===== config.mk =====
export PLATFORM = sky130hd
export DESIGN_NAME = seletor_jogador_flat
export DESIGN_NICKNAME = d
export VERILOG_FILES = /design/src/rtl/seletor_jogador_if.sv /design/src/rtl/seletor_jogador.sv /design/src/flat_wrapper.sv
export SDC_FILE = /design/constraint.sdc
export NUM_CORES = 1
export LEC_CHECK = 0
export BUFFER_PORTS_ARGS = -buffer_cell sky130_fd_sc_hd__buf_2
export CAP_MARGIN = 20
export CORE_MARGIN = 3
export CORE_UTILIZATION = 61
export CTS_CLUSTER_DIAMETER = 30
export DETAILED_ROUTE_END_ITERATION = 12
export GPL_TIMING_DRIVEN = 0
export PLACE_DENSITY = 0.79
export SLEW_MARGIN = 20
export SYNTH_ARGS = -nofsm -noshare
export SYNTH_HDL_FRONTEND = slang
export SYNTH_SLANG_ARGS = --single-unit

===== constraint.sdc =====
create_clock -name clock -period 4.7 [get_ports clock]
set_input_delay 0.94 -clock clock [delete_from_list [all_inputs] [get_ports clock]]
set_output_delay 0.94 -clock clock [all_outputs]
set_load 0.03 [all_outputs]

===== src/rtl/seletor_jogador_if.sv =====
// rtl/seletor_jogador_if.sv - player-choice front end bus: raw buttons and window in, choice code and strobe out
interface seletor_jogador_if;
  logic       habilita;
  logic [4:0] botoes;
  logic       botao_pular;
  logic       botao_confirma;
  logic [2:0] jogador_escolhido;
  logic       escolha_valida;
  logic [2:0] db_estado;

  modport master (
    output habilita, botoes, botao_pular, botao_confirma,
    input  jogador_escolhido, escolha_valida, db_estado
  );

  modport slave (
    input  habilita, botoes, botao_pular, botao_confirma,
    output jogador_escolhido, escolha_valida, db_estado
  );
endinterface


===== src/rtl/seletor_jogador.sv =====
// rtl/seletor_jogador.sv - debounced player/skip/confirm buttons feeding a candidate-selection FSM
module seletor_jogador #(
  parameter int DEBOUNCE_CYCLES = 500
) (
  input  logic           clock,
  input  logic           reset,
  seletor_jogador_if.slave bus
);

  localparam int NB = 7;
  localparam int CW = (DEBOUNCE_CYCLES > 1) ? $clog2(DEBOUNCE_CYCLES) : 1;
  localparam logic [CW-1:0] CNT_LAST = CW'(DEBOUNCE_CYCLES - 1);

  typedef enum logic [2:0] {
    OCIOSO      = 3'd0,
    AGUARDA     = 3'd1,
    SELECIONADO = 3'd2,
    CONFIRMA    = 3'd3,
    ESPERA      = 3'd4
  } estado_t;

  // bit order: 0-4 players, 5 skip, 6 confirm
  logic [NB-1:0] raw, sync1, sync2, nivel, nivel_ant, pulso;
  logic [CW-1:0] cnt [NB];

  assign raw = {bus.botao_confirma, bus.botao_pular, bus.botoes};

  always_ff @(posedge clock or posedge reset) begin
    if (reset) begin
      sync1 <= '0;
      sync2 <= '0;
    end else begin
      sync1 <= raw;
      sync2 <= sync1;
    end
  end

  always_ff @(posedge clock or posedge reset) begin
    if (reset) begin
      nivel <= '0;
      for (int i = 0; i < NB; i++) cnt[i] <= '0;
    end else begin
      for (int i = 0; i < NB; i++) begin
        if (sync2[i] == nivel[i]) begin
          cnt[i] <= '0;
        end else if (cnt[i] == CNT_LAST) begin
          nivel[i] <= sync2[i];
          cnt[i]   <= '0;
        end else begin
          cnt[i] <= cnt[i] + 1'b1;
        end
      end
    end
  end

  always_ff @(posedge clock or posedge reset) begin
    if (reset) begin
      nivel_ant <= '0;
      pulso     <= '0;
    end else begin
      nivel_ant <= nivel;
      pulso     <= nivel & ~nivel_ant;
    end
  end

  logic       sel_valida;
  logic [2:0] sel_codigo;
  logic       confirma;

  // scan downward so the lowest player index overrides; skip is the fallback code
  always_comb begin
    sel_valida = |pulso[5:0];
    sel_codigo = 3'd5;
    for (int i = 4; i >= 0; i--) begin
      if (pulso[i]) sel_codigo = 3'(i);
    end
  end

  assign confirma = pulso[6];

  estado_t    estado, estado_prox;
  logic [2:0] candidato, candidato_prox;

  always_ff @(posedge clock or posedge reset) begin
    if (reset) begin
      estado    <= OCIOSO;
      candidato <= 3'd7;
    end else begin
      estado    <= estado_prox;
      candidato <= candidato_prox;
    end
  end

  always_comb begin
    estado_prox    = estado;
    candidato_prox = candidato;
    if (!bus.habilita && estado != OCIOSO) begin
      estado_prox    = OCIOSO;
      candidato_prox = 3'd7;
    end else begin
      case (estado)
        OCIOSO: begin
          candidato_prox = 3'd7;
          if (bus.habilita) estado_prox = AGUARDA;
        end
        AGUARDA: begin
          if (sel_valida) begin
            candidato_prox = sel_codigo;
            estado_prox    = SELECIONADO;
          end
        end
        SELECIONADO: begin
          // confirm wins over a simultaneous selection and keeps the old candidate
          if (confirma)        estado_prox    = CONFIRMA;
          else if (sel_valida) candidato_prox = sel_codigo;
        end
        CONFIRMA: estado_prox = ESPERA;
        ESPERA:   estado_prox = ESPERA;
        default: begin
          estado_prox    = OCIOSO;
          candidato_prox = 3'd7;
        end
      endcase
    end
  end

  always_comb begin
    bus.db_estado      = estado;
    bus.escolha_valida = (estado == CONFIRMA);
    if (estado == OCIOSO || estado == AGUARDA) bus.jogador_escolhido = 3'd7;
    else                                       bus.jogador_escolhido = candidato;
  end

endmodule


===== src/flat_wrapper.sv =====
// flat-port wrapper written by rule: the top's interface ports become plain ports
module seletor_jogador_flat 
#(
  parameter int DEBOUNCE_CYCLES = 500
)
  (clock, reset, bus_habilita, bus_botoes, bus_botao_pular, bus_botao_confirma, bus_jogador_escolhido, bus_escolha_valida, bus_db_estado);
  seletor_jogador_if bus_i ();
  input  logic clock;
  input  logic reset;
  input wire logic [$bits(bus_i.habilita)-1:0] bus_habilita;
  input wire logic [$bits(bus_i.botoes)-1:0] bus_botoes;
  input wire logic [$bits(bus_i.botao_pular)-1:0] bus_botao_pular;
  input wire logic [$bits(bus_i.botao_confirma)-1:0] bus_botao_confirma;
  output wire logic [$bits(bus_i.jogador_escolhido)-1:0] bus_jogador_escolhido;
  output wire logic [$bits(bus_i.escolha_valida)-1:0] bus_escolha_valida;
  output wire logic [$bits(bus_i.db_estado)-1:0] bus_db_estado;
  assign bus_i.habilita = bus_habilita;
  assign bus_i.botoes = bus_botoes;
  assign bus_i.botao_pular = bus_botao_pular;
  assign bus_i.botao_confirma = bus_botao_confirma;
  assign bus_jogador_escolhido = bus_i.jogador_escolhido;
  assign bus_escolha_valida = bus_i.escolha_valida;
  assign bus_db_estado = bus_i.db_estado;
  seletor_jogador #(.DEBOUNCE_CYCLES(DEBOUNCE_CYCLES)) u_core (.clock(clock), .reset(reset), .bus(bus_i));
endmodule

Word level (Yosys, flattened, before mapping) --
Cells that the tools add are included.
Storage, ports and cells: word-level logic and storage cells 104, input port bits 10, register bits 104
Cells by class: muxes and demuxes 29, equality and inequality tests 23, add/subtract/negate cells 7, reduce and logical (&&, ||, !) cells 16, bitwise logic cells 9
Operators by type and width (count):
- 9-bit two-way mux | 14
- 9-bit by 1-bit adder with 9-bit output, second input constant | 7
- 9-bit == test, second input constant | 7
- 3-bit two-way mux | 12
- 2-bit AND reduction | 8
- 3-bit one-hot mux with 4 select lines | 1
- 3-bit one-hot mux with 3 select lines | 1
- 7-bit AND | 1
- 1-bit == test | 7
- 1-bit inverter | 7
- 7-bit inverter | 1
- 3-bit by 2-bit == test with 1-bit output, second input constant | 2
- 3-bit by 1-bit != test with 1-bit output, second input constant | 2
- 6-bit OR reduction | 1
- 3-bit by 1-bit == test with 1-bit output, second input constant | 1
- 3-bit == test, second input constant | 1
- 3-bit logical NOT | 1
- 3-bit by 2-bit != test with 1-bit output, second input constant | 1
- 3-bit != test, second input constant | 1
- 3-bit AND reduction | 1
- 3-bit nonzero test | 1
- 2-bit by 1-bit != test with 1-bit output, second input constant | 1
- 2-bit OR reduction | 1
- 1-bit logical AND | 1
- 3 further kinds | 3

Depth between registers and ports, before layout --
depth in word-level cells 9, gate-level depth with buffers 5, gate-level depth less buffers 5

Worst setup path after synthesis --
No wires, ideal clock.
path kind register to output, from reg u_core.estado[2], in the netlist u_core.bus.db_estado[2], to out bus_escolha_valida, stages on the path, launching flop included 4, arrival 1.123 ns, slack 2.637 ns, path through dfrtp_1 > nand2b_1 > or2_1 > inv_1
Between the ends: cells in the longest elaborated chain, start to end 1
Ends and longest elaborated chain:
- start, declared | line seletor_jogador.sv:81 | estado_t estado, estado_prox;
- start signal, assigned | line seletor_jogador.sv:89 | estado <= estado_prox;
- 3-bit by 2-bit == test with 1-bit output | line seletor_jogador.sv:129 | bus.escolha_valida = (estado == CONFIRMA);
- end, declared | line flat_wrapper.sv:15 | output wire logic [$bits(bus_i.escolha_valida)-1:0] bus_escolha_valida;
No other way between the ends.

Final worst setup path --
Ends and elaborated chain as after synthesis.

==> metrics.md <==
| Metric | Value |
|---|---|
| Status | `finished, final reports clean` |
| Top Ports | `17` |
| Async SR Flop Fraction | `100%` |
| Static leakage | `2.14 nW` |
| Core area | `between 0.006 and 0.007 sq mm` |
| Reg2reg end | `u_core.nivel[6]` |
| Mapped Area | `0.00449 sq mm` |
| CP arrival | `~1400 ps` |
| CTS root buf | `clkbuf_8` |
| Postcts setup bufs | `0` |
| HP Class | `reg2reg` |
| Nets | `between 400 and 500` |
| CP max-delay cell | `dfrtp_1` |
| Final setup viols | `0` |
| Vias per cell | `5.46` |
| Post-route antenna net violation count | `0` |
| Required @ worst endpoint | `3760 ps` |
| Pwr dens | `314 mW/mm^2` |
| Setup CP Type | `reg2out` |
| Clock period minus worst slack | `2330 ps` |
| Setup crit start kind | `flop` |
| Diodes inserted | `0` |
| Tightest Pin Transition | `~500 ps` |
| Avg Cell Area, Syn | `10.7 sq um` |
| Critical Path End | `bus_escolha_valida` |
| Worst path max stage delay | `about 430 ps` |
| Clock latency on the worst-skew pair | `350 ps` |
| Layout cells sized above 1 | `approximately a tenth` |
| Vias in the first global route | `2881` |
| Worst vdd rail ir drop | `0.000244 V` |
| Period utilisation layout | `around half` |
| Setup_tns | `0 ps` |
| Commonest non-fill, non-tap cell in the layout | `dfrtp_1` |
| Clk slew on worst S/H paths | `80 ps` |
| Layout area overhead | `9.50%` |
| Final hold vios | `0` |
| Die area | `0.00843 sq mm` |
| Pre-CTS WS | `2740 ps` |
| Residual DRC | `0` |
| Crit path from | `u_core.bus.db_estado[2]` |
| Yosys cell types | `49` |
| # fillers | `523` |
| # H-tree levels | `3` |
| Largest fanout on the critical path | `6` |
| # hold bufs at CTS | `0` |
| Die width | `91.8 um` |
| TritonRoute pass-1 iters | `4` |
| Input/output buffers | `16` |
| Design Area, Final | `0.00492 sq mm` |
| Global Route Usage Sum | `18.1%` |
| DRT Wirelength | `6.85 mm` |
| Max-slew headroom at the worst pin | `66.7%` |
| Fmax | `between 400 and 500 MHz` |
| Cells after Synth | `418` |
| Reg-to-Reg Start | `u_core.cnt[0]` |
| HPWL after DPL | `4.78 mm` |
| Dpl cell area | `roughly 0.0047 sq mm` |
| Syn_nets | `about 440` |
| Most frequent cells in the layout | `dfrtp_1, nor2_1, nand2_1, a21oi_1, xor2_1` |
| FF+latch area | `~0.0026 sq mm` |
| Maximum buffer depth of the clock tree | `2` |
| Die Y | `91.8 um` |
| Avg WL per Cell | `12.5 um` |
| Slew Viols, Final | `0` |
| Reg-to-reg setup timing slack | `roughly 3000 ps` |
| CTS tree | `built` |
| Area of the multi-input gates | `0.00183 sq mm` |
| Max-cap violations | `0` |
| Share of the synthesized area in the top cell type | `56.3%` |
| Final Util | `70.5%` |
| Syn. warnings | `0` |
| R2r worst-path depth | `5` |
| GPL Wtd Cong | `just over 0.8` |
| Worst Skew | `9.20 ps` |
| Biggest area consumer among synthesized cells | `dfrtp_1` |
| Antenna violations before repair | `0` |
| Initial Utilization | `64.4%` |
| TritonCTS sink count | `104` |
| Pin count of the biggest net entering global routing | `62` |
| Synth top area cells | `dfrtp_1, nor2_1, xor2_1` |
| DR vias | `2984` |
| Critical-path cell list | `nand2b_1 -> or2_1 -> inv_1 -> buf_2` |
| Num rows | `30` |
| CTS buffer count | `9` |
| GR Overflow Total | `0` |
| DR iter-0 viols | `153` |
| Resize count post-CTS | `0` |
| Post-synth EDFFs | `0` |
| Primary FF master, synth | `dfrtp_1` |
| Unrepaired setup endpoints after global routing | `no` |
| Synth Register Bits | `104` |
| Crit end category | `primary output` |
| First-pass GRT wire length | `12.5 mm` |
| Sequential area share after synthesis | `58.0%` |
| Final worst slack | `2370 ps` |
cells in the mapped netlist (2+ instances only):
library cell  count
o31ai_1           2
nor2b_1          16
o21ai_1          15
and4_1            4
a31oi_1           2
ha_1              7
nand4_1           9
or2_2             3
a41oi_1           2
a311oi_1          2
nand3_1          21
mux2_2            3
xor2_1           22
or3_1             4
nand4bb_1         2
inv_1            11
a21o_1            2
nor2_1           65
a21oi_1          22
nor3_1            7
dfrtp_1         101
nor4bb_1          3
nand2b_1          2
o22ai_1           2
o21ai_0           6
mux2_1            4
and2_1            6
and3_1            2
nand2_1          28
xnor2_1          17
dfstp_2           3
a2bb2oi_1         3
nand3b_1          3
or2_1             2
how the worst min path moves through the flow:
stage                          from              end  slack (ps)  depth (start not counted)
finish              u_core.sync1[5]  u_core.sync2[5]         350                          0
global route        u_core.sync1[5]  u_core.sync2[5]         360                          0
CTS                 u_core.sync1[5]  u_core.sync2[5]         350                          0
detailed placement  u_core.sync1[5]  u_core.sync2[5]         330                          0
global placement    u_core.sync1[1]  u_core.sync2[1]         330                          0
floorplan           u_core.sync1[0]  u_core.sync2[0]         330                          0
final cells by class:
| cell class | count | area share, % |
|---|---|---|
| Clock buffer | 13 | 3.03 |
| Timing Repair Buffer | 17 | 2.19 |
| Buffer | 1 | 0.229 |
| Tap cell | 96 | 2.44 |
| Inverter | 12 | 1.02 |
| Sequential cell | 104 | 53.0 |
| Clock inverter | 3 | 0.916 |
| Multi-Input combinational cell | 301 | 37.2 |
flip-flops by register name, summed over array words and instances (netlist names):
signal,count
u_core.cnt,63
u_core.pulso,7
u_core.sync1,7
u_core.nivel_ant,7
u_core.candidato,3
u_core.bus.db_estado,3
u_core.sync2,7
u_core.nivel,7
metal layers:
metal	track usage, %	part of all wire, %	vias up
li1	-	-	1501
met1	23.8	49	1436
met2	29.6	47	43
met3	5.33	3.4	4
met4	5.20	0.69	0
met5	0	0	-
power by group:
part / switching, mW / total (mW) / internal, mW
clock: 0.278 / 0.540 / 0.262
sequential: 0.0190 / 0.934 / 0.915
combinational: 0.0418 / 0.0691 / 0.0272
total: 0.339 / 1.54 / 1.20
per-stage QoR:
step	cells	total power [mW]	hold slack [ps]
3_3_place_gp	530	1.02	333
4_1_cts	547	1.56	354
6_report	547	1.54	352
2_1_floorplan	418	0.999	331
3_5_place_dp	531	1.02	335
5_1_grt	547	1.62	360
cells by family (layout without fill, tap and decap cells):
group	count (synthesis)	in the layout	synth area share (%)
adders and majority gates	7	7	1.95
buffers and inverters	13	46	1.25
and+or+nand+nor	183	183	20.7
AOI/OAI and AO/OA	65	65	8.77
muxes	7	7	1.75
DFF	104	104	58.0
xor gates and xnor gates	39	39	7.60
critical path, delay by kind of cell (launching register included):
kind          cells  cell delay [ps]
buf+inv           2              230
flops             1              430
simple gates      2              390
No activity file was read; power rests on OpenSTA's default activity.
